`config.mk`:
```
export PLATFORM = sky130hd
export DESIGN_NAME = mem_port_arbiter
export DESIGN_NICKNAME = d
export VERILOG_FILES = /design/src/rtl/mem_port_arbiter.sv
export SDC_FILE = /design/constraint.sdc
export NUM_CORES = 1
export LEC_CHECK = 0
export CORE_MARGIN = 2
export CORE_UTILIZATION = 47
export CTS_CLUSTER_SIZE = 25
export DETAILED_ROUTE_END_ITERATION = 16
export HOLD_SLACK_MARGIN = 0.06
export PLACE_DENSITY = 0.85
export SYNTH_ARGS = -nofsm -noshare
export SYNTH_HDL_FRONTEND = slang
export SYNTH_SLANG_ARGS = --single-unit
```
`constraint.sdc`:
```
create_clock -name clk -period 2.3 [get_ports clk]
set_input_delay 0.575 -clock clk [delete_from_list [all_inputs] [get_ports clk]]
set_output_delay 0.575 -clock clk [all_outputs]
set_load 0.03 [all_outputs]
```
`src/rtl/mem_port_arbiter.sv`:
```
// Shares one req/gnt/rvalid memory port between instruction fetch and load/store.
// Pulses are held as pending until won; a watchdog ends any access the bus never answers.
module mem_port_arbiter #(
  parameter int ADDR_W  = 32,
  parameter int DATA_W  = 32,
  parameter int TIMEOUT = 255,
  parameter int TO_W    = 8
) (
  input  logic                clk,
  input  logic                rst,
  input  logic                if_req,
  input  logic [ADDR_W-1:0]   if_addr,
  output logic                if_done,
  output logic                if_err,
  output logic [DATA_W-1:0]   if_rdata,
  input  logic                ls_req,
  input  logic                ls_we,
  input  logic [ADDR_W-1:0]   ls_addr,
  input  logic [DATA_W-1:0]   ls_wdata,
  input  logic [DATA_W/8-1:0] ls_be,
  output logic                ls_done,
  output logic                ls_err,
  output logic [DATA_W-1:0]   ls_rdata,
  output logic                m_req,
  output logic                m_we,
  output logic [ADDR_W-1:0]   m_addr,
  output logic [DATA_W-1:0]   m_wdata,
  output logic [DATA_W/8-1:0] m_be,
  input  logic                m_gnt,
  input  logic                m_rvalid,
  input  logic [DATA_W-1:0]   m_rdata,
  output logic                busy
);
  localparam int BE_W = DATA_W / 8;

  typedef enum logic [1:0] {S_IDLE = 2'd0, S_REQ = 2'd1, S_WAIT = 2'd2} state_t;

  state_t            r_state, w_next;
  logic              r_pend_if, r_pend_ls, r_owner_ls, r_last_ls;
  logic [TO_W-1:0]   r_wd;
  logic [ADDR_W-1:0] r_if_addr, r_ls_addr;
  logic              r_ls_we;
  logic [DATA_W-1:0] r_ls_wdata;
  logic [BE_W-1:0]   r_ls_be;
  logic              r_m_req, r_m_we;
  logic [ADDR_W-1:0] r_m_addr;
  logic [DATA_W-1:0] r_m_wdata;
  logic [BE_W-1:0]   r_m_be;
  logic              r_if_done, r_if_err, r_ls_done, r_ls_err;
  logic [DATA_W-1:0] r_if_rdata, r_ls_rdata;

  logic              w_active, w_cand_if, w_cand_ls, w_win_ls, w_accept;
  logic              w_if_take, w_ls_take, w_complete, w_abort, w_finish;
  logic [TO_W-1:0]   w_wd_inc;
  logic [ADDR_W-1:0] w_if_addr, w_ls_addr;
  logic              w_ls_we;
  logic [DATA_W-1:0] w_ls_wdata;
  logic [BE_W-1:0]   w_ls_be;

  assign w_active  = (r_state != S_IDLE);
  assign w_cand_if = r_pend_if | if_req;
  assign w_cand_ls = r_pend_ls | ls_req;
  // Round-robin only matters on a tie: LS normally wins, IF if LS had the last turn.
  assign w_win_ls  = w_cand_ls & (~w_cand_if | ~r_last_ls);
  assign w_accept  = (r_state == S_IDLE) & (w_cand_if | w_cand_ls);

  // A pulse from a requester that is already pending or owns the port is dropped.
  assign w_if_take = if_req & ~r_pend_if & ~(w_active & ~r_owner_ls);
  assign w_ls_take = ls_req & ~r_pend_ls & ~(w_active &  r_owner_ls);

  // Fields arrive only with the pulse, so a pending request uses its captured copy.
  assign w_if_addr  = r_pend_if ? r_if_addr  : if_addr;
  assign w_ls_addr  = r_pend_ls ? r_ls_addr  : ls_addr;
  assign w_ls_we    = r_pend_ls ? r_ls_we    : ls_we;
  assign w_ls_wdata = r_pend_ls ? r_ls_wdata : ls_wdata;
  assign w_ls_be    = r_pend_ls ? r_ls_be    : ls_be;

  assign w_wd_inc   = r_wd + TO_W'(1);
  assign w_complete = (r_state == S_WAIT) & m_rvalid;
  assign w_abort    = w_active & (w_wd_inc == TO_W'(TIMEOUT)) & ~w_complete;
  assign w_finish   = w_complete | w_abort;

  always_ff @(posedge clk) begin
    if (rst) r_state <= S_IDLE;
    else     r_state <= w_next;
  end

  always_comb begin
    w_next = r_state;
    case (r_state)
      S_IDLE:  if (w_accept) w_next = S_REQ;
      S_REQ:   if (w_abort) w_next = S_IDLE;
               else if (m_gnt) w_next = S_WAIT;
      S_WAIT:  if (w_finish) w_next = S_IDLE;
      default: w_next = S_IDLE;
    endcase
  end

  always_ff @(posedge clk) begin
    if (rst) begin
      r_pend_if  <= 1'b0;
      r_pend_ls  <= 1'b0;
      r_owner_ls <= 1'b0;
      r_last_ls  <= 1'b0;
      r_wd       <= '0;
      r_if_addr  <= '0;
      r_ls_addr  <= '0;
      r_ls_we    <= 1'b0;
      r_ls_wdata <= '0;
      r_ls_be    <= '0;
      r_m_req    <= 1'b0;
      r_m_we     <= 1'b0;
      r_m_addr   <= '0;
      r_m_wdata  <= '0;
      r_m_be     <= '0;
      r_if_done  <= 1'b0;
      r_if_err   <= 1'b0;
      r_ls_done  <= 1'b0;
      r_ls_err   <= 1'b0;
      r_if_rdata <= '0;
      r_ls_rdata <= '0;
    end else begin
      r_pend_if <= (r_pend_if | w_if_take) & ~(w_accept & ~w_win_ls);
      r_pend_ls <= (r_pend_ls | w_ls_take) & ~(w_accept &  w_win_ls);
      if (w_if_take) r_if_addr <= if_addr;
      if (w_ls_take) begin
        r_ls_addr  <= ls_addr;
        r_ls_we    <= ls_we;
        r_ls_wdata <= ls_wdata;
        r_ls_be    <= ls_be;
      end

      r_m_req <= (w_next == S_REQ);
      if (w_accept) begin
        r_owner_ls <= w_win_ls;
        r_last_ls  <= w_win_ls;
        r_wd       <= '0;
        if (w_win_ls) begin
          r_m_we    <= w_ls_we;
          r_m_addr  <= w_ls_addr;
          r_m_wdata <= w_ls_wdata;
          r_m_be    <= w_ls_be;
        end else begin
          r_m_we    <= 1'b0;
          r_m_addr  <= w_if_addr;
          r_m_wdata <= '0;
          r_m_be    <= '1;
        end
      end else if (w_active) begin
        r_wd <= w_wd_inc;
      end

      r_if_done <= w_finish & ~r_owner_ls;
      r_if_err  <= w_abort  & ~r_owner_ls;
      r_ls_done <= w_finish &  r_owner_ls;
      r_ls_err  <= w_abort  &  r_owner_ls;
      if (w_finish & ~r_owner_ls) r_if_rdata <= w_complete ? m_rdata : '0;
      if (w_finish &  r_owner_ls) r_ls_rdata <= (w_complete & ~r_m_we) ? m_rdata : '0;
    end
  end

  assign if_done  = r_if_done;
  assign if_err   = r_if_err;
  assign if_rdata = r_if_rdata;
  assign ls_done  = r_ls_done;
  assign ls_err   = r_ls_err;
  assign ls_rdata = r_ls_rdata;
  assign m_req    = r_m_req;
  assign m_we     = r_m_we;
  assign m_addr   = r_m_addr;
  assign m_wdata  = r_m_wdata;
  assign m_be     = r_m_be;
  // An arriving pulse counts as busy so the hold never dips on a back-to-back access.
  assign busy     = w_active | w_cand_if | w_cand_ls;

endmodule

```
## Word-level counts from Yosys, hierarchy flattened

Index checks and enable logic that the tools add are counted.

| cells by class | value |
|---|---|
| reductions and logical operators | 3 |
| shift operators | 0 |
| eq/ne operators | 4 |
| multiply operators | 0 |
| multiplexer cells | 16 |
| div/mod/pow operators | 0 |
| $add $sub $neg | 1 |
| $lt $le $gt $ge | 0 |
| bitwise gates (word level) | 40 |

Operators by type and width:

| kind | count |
|---|---|
| $mux 32 | 7 |
| $and 1x1->1 | 20 |
| $not 1->1 | 11 |
| $or 1x1->1 | 9 |
| $add 8x1->8 const B | 1 |
| $eq 8x8->1 const B | 1 |
| $mux 2 | 4 |
| $mux 4 | 2 |
| $pmux 2 s3 | 1 |
| $eq 2x1->1 const B | 2 |
| $eq 2x2->1 const B | 1 |
| $logic_not 2->1 | 1 |
| $mux 1 | 2 |
| $reduce_bool 2->1 | 1 |
| $reduce_or 2->1 | 1 |

| storage, ports and cells | value |
|---|---|
| bits in writable memories | 0 |
| memories | 0 |
| input port bits | 139 |
| bits in latches | 0 |
| bits in registers | 252 |
| memory bits (read-only) | 0 |

## Logic depth before layout (Yosys ltp)

Gate-level depths: netlist (run 1).

| depth | value |
|---|---|
| word-level depth | 8 |
| gate-level depth with buffers | 8 |

## Worst setup path before layout (run 1)

No wires, ideal clock.

| path | value |
|---|---|
| path type | reg-to-reg |
| from | register r_wd[0] |
| to | register r_if_rdata[23], in the netlist if_rdata[23] |
| cell stages (with the launch flop) | 7 |
| path slack | 0.400 ns |
| path buffers | 1 |
| required time | 2.174 ns |
| arrival time | 1.774 ns |
| period minus slack after synthesis | 1.900 ns |
| cells stage by stage | dfxtp_1 ha_1 xnor2_1 or4_4 a211oi_4 buf_2 o21ai_0 |

| between the ends | value |
|---|---|
| longest elaborated chain between the ends | 6 |

Ends and longest elaborated chain:

| element | RTL line | RTL |
|---|---|---|
| start: declaration | 40 | `logic [TO_W-1:0] r_wd;` |
| start signal: assignment | 150 | `r_wd <= w_wd_inc;` |
| $add 8x1->8 | 78 | `assign w_wd_inc = r_wd + TO_W'(1);` |
| $eq 8x8->1 | 80 | `assign w_abort = w_active & (w_wd_inc == TO_W'(TIMEOUT)) & ~w_complete;` |
| $and 1x1->1 (2 in series) | 80 |  |
| $or 1x1->1 | 81 | `assign w_finish = w_complete \| w_abort;` |
| $and 1x1->1 | 157 | `if (w_finish & ~r_owner_ls) r_if_rdata <= w_complete ? m_rdata : '0;` |
| end signal: assignment | 157 |  |
| end: declaration | 50 | `logic [DATA_W-1:0] r_if_rdata, r_ls_rdata;` |

No other way between the ends.
A chain may end at the register's enable or synchronous reset.

## Worst setup path in the final report (run 1)

| path | value |
|---|---|
| from | register r_m_addr[20], in the netlist m_addr[20] |
| to | output port m_addr[20] |

RTL lines:

| element | RTL line | RTL |
|---|---|---|
| start: declaration | 46 | `logic [ADDR_W-1:0] r_m_addr;` |
| start signal: assignment | 140 | `r_m_addr <= w_ls_addr;` |
| start signal: assignment | 145 | `r_m_addr <= w_if_addr;` |
| end: declaration | 26 | `output logic [ADDR_W-1:0] m_addr,` |

No word-level cell between the ends.

==> results summary, run 1 <==
The switching share of total power is 0.295. The met3 capacity usage during global routing is 0.0610. The static leakage is 5.10 nW. The I/O pin count came out at 278. Of the total synthesized cell area, the portion taken by AND, OR, NAND and NOR gates is 0.156. The clock-pin slew on the worst setup and hold paths came out at 60 ps. For this run, global-route usage on met1 was measured as 0.304. Counting both buffers and inverters, the worst setup path holds a total of 1. The data arrival time at the worst-slack endpoint came out at 1640 ps. Counting every instance in the synthesized netlist gives 1172. For the pin with the worst max-slew slack, the measured transition is 581 ps. The number of failing setup endpoints in the final timing report is 0. The root buffer cell is clkbuf_16. The row count is 54. After global routing the overflow that remains totals 0. The die outline height is 153 um. The area growth from synthesis to final layout is 38.5%. The register-to-register setup slack is 190 ps. The signal on the critical path passes through clkdlybuf4s50_1. Internal power comes to 8.53 mW. The proportion of synthesized area in mux cells came out at 0.104. Measured in cells, the most critical reg-to-reg path has a length of 6.

For this run, the slowest stage of the critical path takes 700 ps. The total vias in the final route came out at 9672. The final critical delay including setup and external delays came out at 2210 ps. The share of the synthesized area in the top cell type is 0.481. The initial cell density of the core came out at 0.479. The biggest area contributor in the post-synthesis netlist is dfxtp_1. The worst clock skew is 18.7 ps. The number of max-slew violations in the final report is 0. The per-instance average area after synthesis came out at 8.94 um2. The sequential element share of the synthesized area is 0.481.

The fraction of synthesized cell area in xor and xnor cells came out at 0.00752. The total setup buffers inserted after CTS is 0. The worst min-delay path startpoint is rst.

Yosys printed 0 warnings. The worst hold-check path type is input port to flop. The cell type group with the largest total delay on the critical path is buffers and inverters. No sink is reached through more buffers than the 3 on the longest clock path. The total number of H-tree levels is 1.

dfxtp_1 is the most common cell in the netlist. The final weighted congestion of routability-driven global placement came out at 0.816. Timing would allow up to 452 MHz. Summing every instance area after synthesis gives 10500 um2. The post-layout net count is 1545. The final setup slack of the worst path came out at 85.7 ps. The total power of the final layout came out at 12.1 mW. The slowest stage of the critical path is the clkdlybuf4s50_1 cell. The number of gates resized after CTS is 0. The HPWL after detailed placement is 19900 um.

The endpoint of the lowest-slack register-to-register path is ls_rdata[18]. The overall global routing resource usage came out at 0.247. Clock latency on the worst-skew pair, taken at its later pin, is 540 ps. The busiest metal layer after global routing is met2. The die is 153 um wide. The critical path is of the flop to output port type. The routed wire length came out at 30900 um.

The flow ran to the end, and the final reports show no timing, DRC or antenna violations. In the final timing run, aggregate negative setup slack is 0 ps. The worst-case vdd ir drop is 0.515 mV.

In this run, distinct cell masters in the synthesized netlist total 41. The via count of the first global-routing pass was 9489. The adder and majority gate portion of the synthesized area came out at 0.00239. The detailed-route wire length per cell is 18.1 um. The count of cells along the worst hold path came out at 2.

The first routing iteration left 672 violations. The first-pass iteration count of the detailed router came out at 6. The type of element launching the critical path is a flop. The number of routed nets with antenna violations came out at 0. Max-cap violations in this run came to 0.

After synthesis, the most frequently instantiated cells are dfxtp_1, nand2_1, a21oi_1, a22oi_1, clkbuf_1. The endpoint with the worst hold slack is r_ls_wdata[22]. The worst relative slew slack came out at 0.612. The fraction of layout cells with a size suffix above 1 is 0.109.

The area fraction in compound gates after synthesis was 0.208. The count of buffers added on input and output ports is 277. The worst-path maximum fanout is 2.

The core region is 21900 um2. Of the total power, the clock network draws 0.353. The tree built by TritonCTS fans out to 252 sinks.

The maximum number of pins on one net before global-route repair came out at 72. In this run the number of cells on the critical path is 1. The synthesized flop and latch total is 252. The area of the die came out at 23500 um2. The nature of the critical path endpoint is an output port.

Dividing the detail-routed via count by the number of cells gives 5.68. The TritonCTS buffer count is 26. The required time at the worst-slack endpoint is 1730 ps. For this run, the leading register cell type out of synthesis is dfxtp_1. Dividing the final minimum period by the clock period gives 0.963. For this design, the CTS-stage hold fixing added 0 buffers. The number of synthesized flops with an enable pin is 0. The number of hold-slack violations in the final timing report came to 0.

The combinational group share of total power is 0.233. Sorting the synthesized cells by area gives the leading types as dfxtp_1, nand2_1, a22oi_1. The total net switching power came out at 3.57 mW.

The share of total power dissipated in sequential elements is 0.415. After synthesis, the largest family of logic cells by area is compound AO/OA/AOI/OAI gates. For this run, design rule violations remaining after detail routing come to 0. The minimum setup slack after placement is 10.2 ps. In this run the critical register-to-register path is launched from r_wd[0]. The first global-routing pass estimated 48600 um of wire. The number of antenna violations at the first check in global routing is 2. Setup repair after global routing left no endpoint under its margin.

The CTS tree is done. The share of flip-flops with an asynchronous set or reset is 0. The cell area power density came out at 833 nW/um2.

The net count after synthesis came out at 1313. For met2 alone, demand over resource in global routing was 0.422.
-- flip-flops by register name (all words and copies together), names as in the netlist, 2 cells and up --
signal	count
if_rdata	32
ls_rdata	32
m_addr	32
m_be	4
m_wdata	32
r_if_addr	32
r_ls_addr	32
r_ls_be	4
r_ls_wdata	32
r_state	2
r_wd	8
-- power by group through the flow --
stage	registers, mW	logic [mW]	clock network [mW]
finish	5.02	2.81	4.27
global route	5.06	3.01	4.53
CTS	5.01	2.82	4.34
detailed placement	5.09	2.80	0
global placement	5.08	2.75	0
floorplan	5.43	1.24	0
-- layout by cell type, fill, tap and decap left out, types with 26 or more instances in the layout --
master           netlist  layout
o2bb2ai_1             33      33
dfxtp_1              252     251
a22oi_1               96      96
mux2i_1               37      37
nand3b_1              66      66
nand2_1              240     240
clkdlybuf4s50_1        0     273
clkbuf_16              0      26
mux2_2                64      64
a21oi_1              135     135
o21ai_0               70      70
-- stage by stage --
step	instance area, um2	util	std cells	hold slack, ps
3_5_place_dp	13600	0.623	1656	444
5_1_grt	14500	0.663	1703	428
3_3_place_gp	13600	0.623	1656	438
6_report	14500	0.663	1704	423
4_1_cts	14500	0.663	1703	415
2_1_floorplan	10500	-	1172	433
-- final cells by class --
cell class              count  area (um2)
repair buffers            310        3200
clock buffers              38         766
fillers                  1693        7370
inverters                   3        11.3
clock inverters             9         109
multi-input cells         811        5030
diodes                      1        2.50
flip-flops and latches    252        5050
well taps                 280         350
-- cell families after synthesis --
logic type	count (synthesis)
adder cells (fa/ha/maj)	2
AND/OR/NAND/NOR	350
multiplexers	101
buffers and inverters	109
AO/OA/AOI/OAI	349
flip-flops	252
XOR/XNOR	9
-- layer usage --
metal	vias up	routed length (um)	share of wire
li1	4610	-	-
met4	4	959	0.031
met3	75	2560	0.083
met2	412	15000	0.49
met5	-	27	0.00087
met1	4571	12300	0.40
-- worst max-delay path by stage --
stage | start | endpoint | slack [ps]
floorplan | r_wd[0] | if_rdata[23] | 400
global placement | ls_req | busy | 40
detailed placement | ls_req | m_addr[11] | 10
CTS | ls_req | busy | 10
global route | if_req | busy | 40
finish | m_addr[20] | m_addr[20] | 90
Power figures use the tool's default switching activity.
==> run 2, diff against run 1 <==
Settings changed: PLACE_DENSITY 0.85 to 0.86.
==> results summary, run 2 (same netlist as run 1, synthesis figures left out) <==
The data arrival time at the worst-slack endpoint is 1680 ps (was 1640 ps). The portion of total power attributed to sequential cells came out at 0.391 (was 0.415). The wire length on met1 is 12500 um (was 12300 um). The number of hold-slack violations in the final timing report came out at 0 (unchanged). The static leakage is 5.15 nW (was 5.10 nW).

Counting stages on the worst path, the most repeated cell is buf_4. The number of routed nets with antenna violations came out at 0 (unchanged). The switching share of total power was 0.286 (was 0.295).

The combined buffer and inverter count along the critical path is 3 (was 1). The total of buffers placed on input and output ports is 277 (unchanged). The detailed-route wire length per cell came out at 18.2 um (was 18.1 um). The first-pass iteration count of the detailed router is 5 (was 6). The worst-case vdd ir drop is 0.760 mV (was 0.515 mV). The highest attainable clock frequency is 443 MHz (was 452 MHz). Most frequent cells in the layout: clkdlybuf4s50_1, dfxtp_1, nand2_1 (unchanged). The cell area power density came to 869 nW/um2 (was 833 nW/um2). The share of the clock period used by the worst path is 0.982 (was 0.963).

The clock insertion delay at the later pin of the skew report is 540 ps (about the same). The routed wire length came out at 31200 um (was 30900 um). The cell type group with the largest total delay on the critical path is buffers and inverters (unchanged). The slowest cell on the critical path is clkdlybuf4s50_1 (unchanged). The total setup buffers inserted after CTS is 0 (unchanged). Setup repair after global routing missed its margin: false (unchanged). The endpoint of the lowest-slack register-to-register path is ls_rdata[1] (was ls_rdata[18]). The endpoint of the worst setup timing path is busy (was m_addr[20]).

The category of the most critical setup path is input port to output port (was flop to output port). The type of element launching the critical path is an input port (was flop). The fraction of layout cells with a size suffix above 1 came out at 0.113 (was 0.109). The area growth from synthesis to final layout is 40.0% (was 38.5%).

The row count is 54 (unchanged). The core region area came to 21900 um2 (unchanged). The number of gates resized after CTS came out at 1 (was 0). The combinational group share of total power is 0.224 (was 0.233). The launching point of the worst reg2reg path is r_wd[1] (was r_wd[0]). The final routed DRC violation total came out at 0 (unchanged). The total power of the final layout came out at 12.8 mW (was 12.1 mW).

The number of buffers added to fix hold violations after cts is 0 (unchanged). The number of antenna violations at the first check in global routing came out at 2 (unchanged). The die outline height is 153 um (unchanged). The launch point of the worst path is ls_req (was m_addr[20]).

The I/O pin count came out at 278 (unchanged). The root buffer cell was clkbuf_16 (unchanged). The CTS tree is done (unchanged). The per-cell via count in the routed design was 5.72 (was 5.68).

Cells along the critical path: clkdlybuf4s50_1, nor4_2, buf_4, nand2_1, buf_4 (was clkdlybuf4s50_1). Status: completed (unchanged). The initial cell density of the core is 0.479 (unchanged). The CTS sink count came to 252 (unchanged). The total vias in the final route came out at 9784 (was 9672). The total net switching power is 3.65 mW (was 3.57 mW). The number of cells on the worst reg-to-reg path came out at 6 (unchanged).

The topmost layer with routed signal wires is met5 (unchanged). The part of the total power dissipated in the clock network is 0.385 (was 0.353). The required time at the worst-slack endpoint came to 1730 ps (about the same). The nature of the critical path endpoint is an output port (unchanged). The number of max-slew violations in the final report is 0 (unchanged). The detailed-routed wire length on met2 is 15200 um (was 15000 um).

The final critical delay including setup and external delays came out at 2260 ps (was 2210 ps). The number of maximum-capacitance violations came out at 0 (unchanged). The worst relative slew slack came to 0.563 (was 0.612). The TritonCTS buffer count is 27 (was 26). The total number of H-tree levels was 1 (unchanged). The depth of the critical timing path with buffers and inverters included came to 5 (was 1).

The HPWL after detailed placement is 19900 um (about the same). The slew at the pin closest to its max-slew limit came out at 656 ps (was 581 ps). The final weighted congestion of routability-driven global placement is 0.799 (was 0.816). The worst hold-check path type was input port to flop (unchanged). The post-layout net count is 1549 (was 1545). The overall global routing resource usage is 0.252 (was 0.247). The die width came to 153 um (unchanged). The area of the die was 23500 um2 (unchanged). The starting DRC count in detailed routing came out at 680 (was 672).

The worst-path maximum fanout is 3 (was 2). The number of failing setup endpoints in the final timing report is 0 (unchanged). The maximum number of pins on one net before global-route repair is 100 (was 72). The longest individual stage delay on the worst path came out at 460 ps (was 700 ps). The routed length on met3 is 2840 um (was 2560 um). The register-to-register setup slack was 160 ps (was 190 ps). The clock-pin slew on the worst setup and hold paths came to 60 ps (about the same).

The internal power consumption is 9.11 mW (was 8.53 mW). The residual overflow from global routing was 0 (unchanged). The worst clock skew came out at 27.6 ps (was 18.7 ps).

The maximum clock path buffer count came out at 3 (unchanged). The count of non-filler cells in the finished layout is 1709 (was 1704). The via count of the first global-routing pass is 9538 (was 9489). The wire length of the first global-routing pass is 49300 um (was 48600 um). The most common cell after layout, fill and taps aside is clkdlybuf4s50_1 (unchanged). The number of cells in the design after placement came out at 1659 (was 1656).
-- run 2: changes by cell type in the layout (fill, tap and decap cells not counted), moves of 2 or more --
cell / delta
dlymetal6s2s_1: -2
clkdlybuf4s50_1: +2
clkinv_2: -3
clkbuf_16: +2
clkbuf_1: -2
buf_4: +4
clkbuf_8: -4
bufinv_16: +5
clkinv_4: +3
-- run 2: worst register-to-register path: cells and delay by family, from the launching register on --
| kind | cells | cell delay [ps] |
|---|---|---|
| compound gates | 2 | 460 |
| xor+xnor | 1 | 80 |
| fa+ha+maj | 1 | 250 |
| buf+inv | 1 | 290 |
| flops | 1 | 400 |
| simple gates | 1 | 490 |
-- run 2: area by class of cell --
class,instances,area [um2]
diodes,1,2.50
clock buffers,34,753
clock inverters,15,270
fillers,1671,7210
inverters,3,11.3
multi-input cells,811,5040
flip-flops and latches,252,5050
well taps,280,350
repair buffers,313,3200
-- run 2: power groups by stage --
stage	registers, mW	logic, mW	clock network (mW)
final	5.00	2.85	4.91
after global routing	5.04	3.05	5.17
after CTS	4.99	2.86	4.99
after detailed placement	5.08	2.84	0
after global placement	5.06	2.79	0
after floorplan	5.43	1.24	0
-- run 2: worst min path at each step --
stage	start	endpoint	slack, ps	depth (start not counted)
floorplan	r_if_addr[0]	r_if_addr[0]	430	2
finish	rst	r_ls_we	320	2
detailed placement	r_ls_wdata[11]	r_ls_wdata[11]	450	2
global placement	r_if_addr[7]	r_if_addr[7]	440	2
CTS	rst	r_ls_we	300	2
global route	rst	r_ls_we	310	2
-- run 2: per-stage QoR --
step	util	TNS, ps	cell area, um2	worst slack, ps	hold WS, ps
floorplan	-	0	10500	400	433
finish	0.671	0	14700	42.5	318
global placement	0.623	-39.9	13600	-39.9	438
detailed placement	0.623	-28.2	13600	-13.4	446
global route	0.670	0	14700	10.9	313
CTS	0.670	0	14700	25.7	304
-- run 2: per-layer routing --
layer  global-route usage  vias to the layer above
met3               0.0774                       60
met2                0.439                      368
li1                     -                     4627
met4               0.0677                        2
met1                0.301                     4727
met5                    0                        -
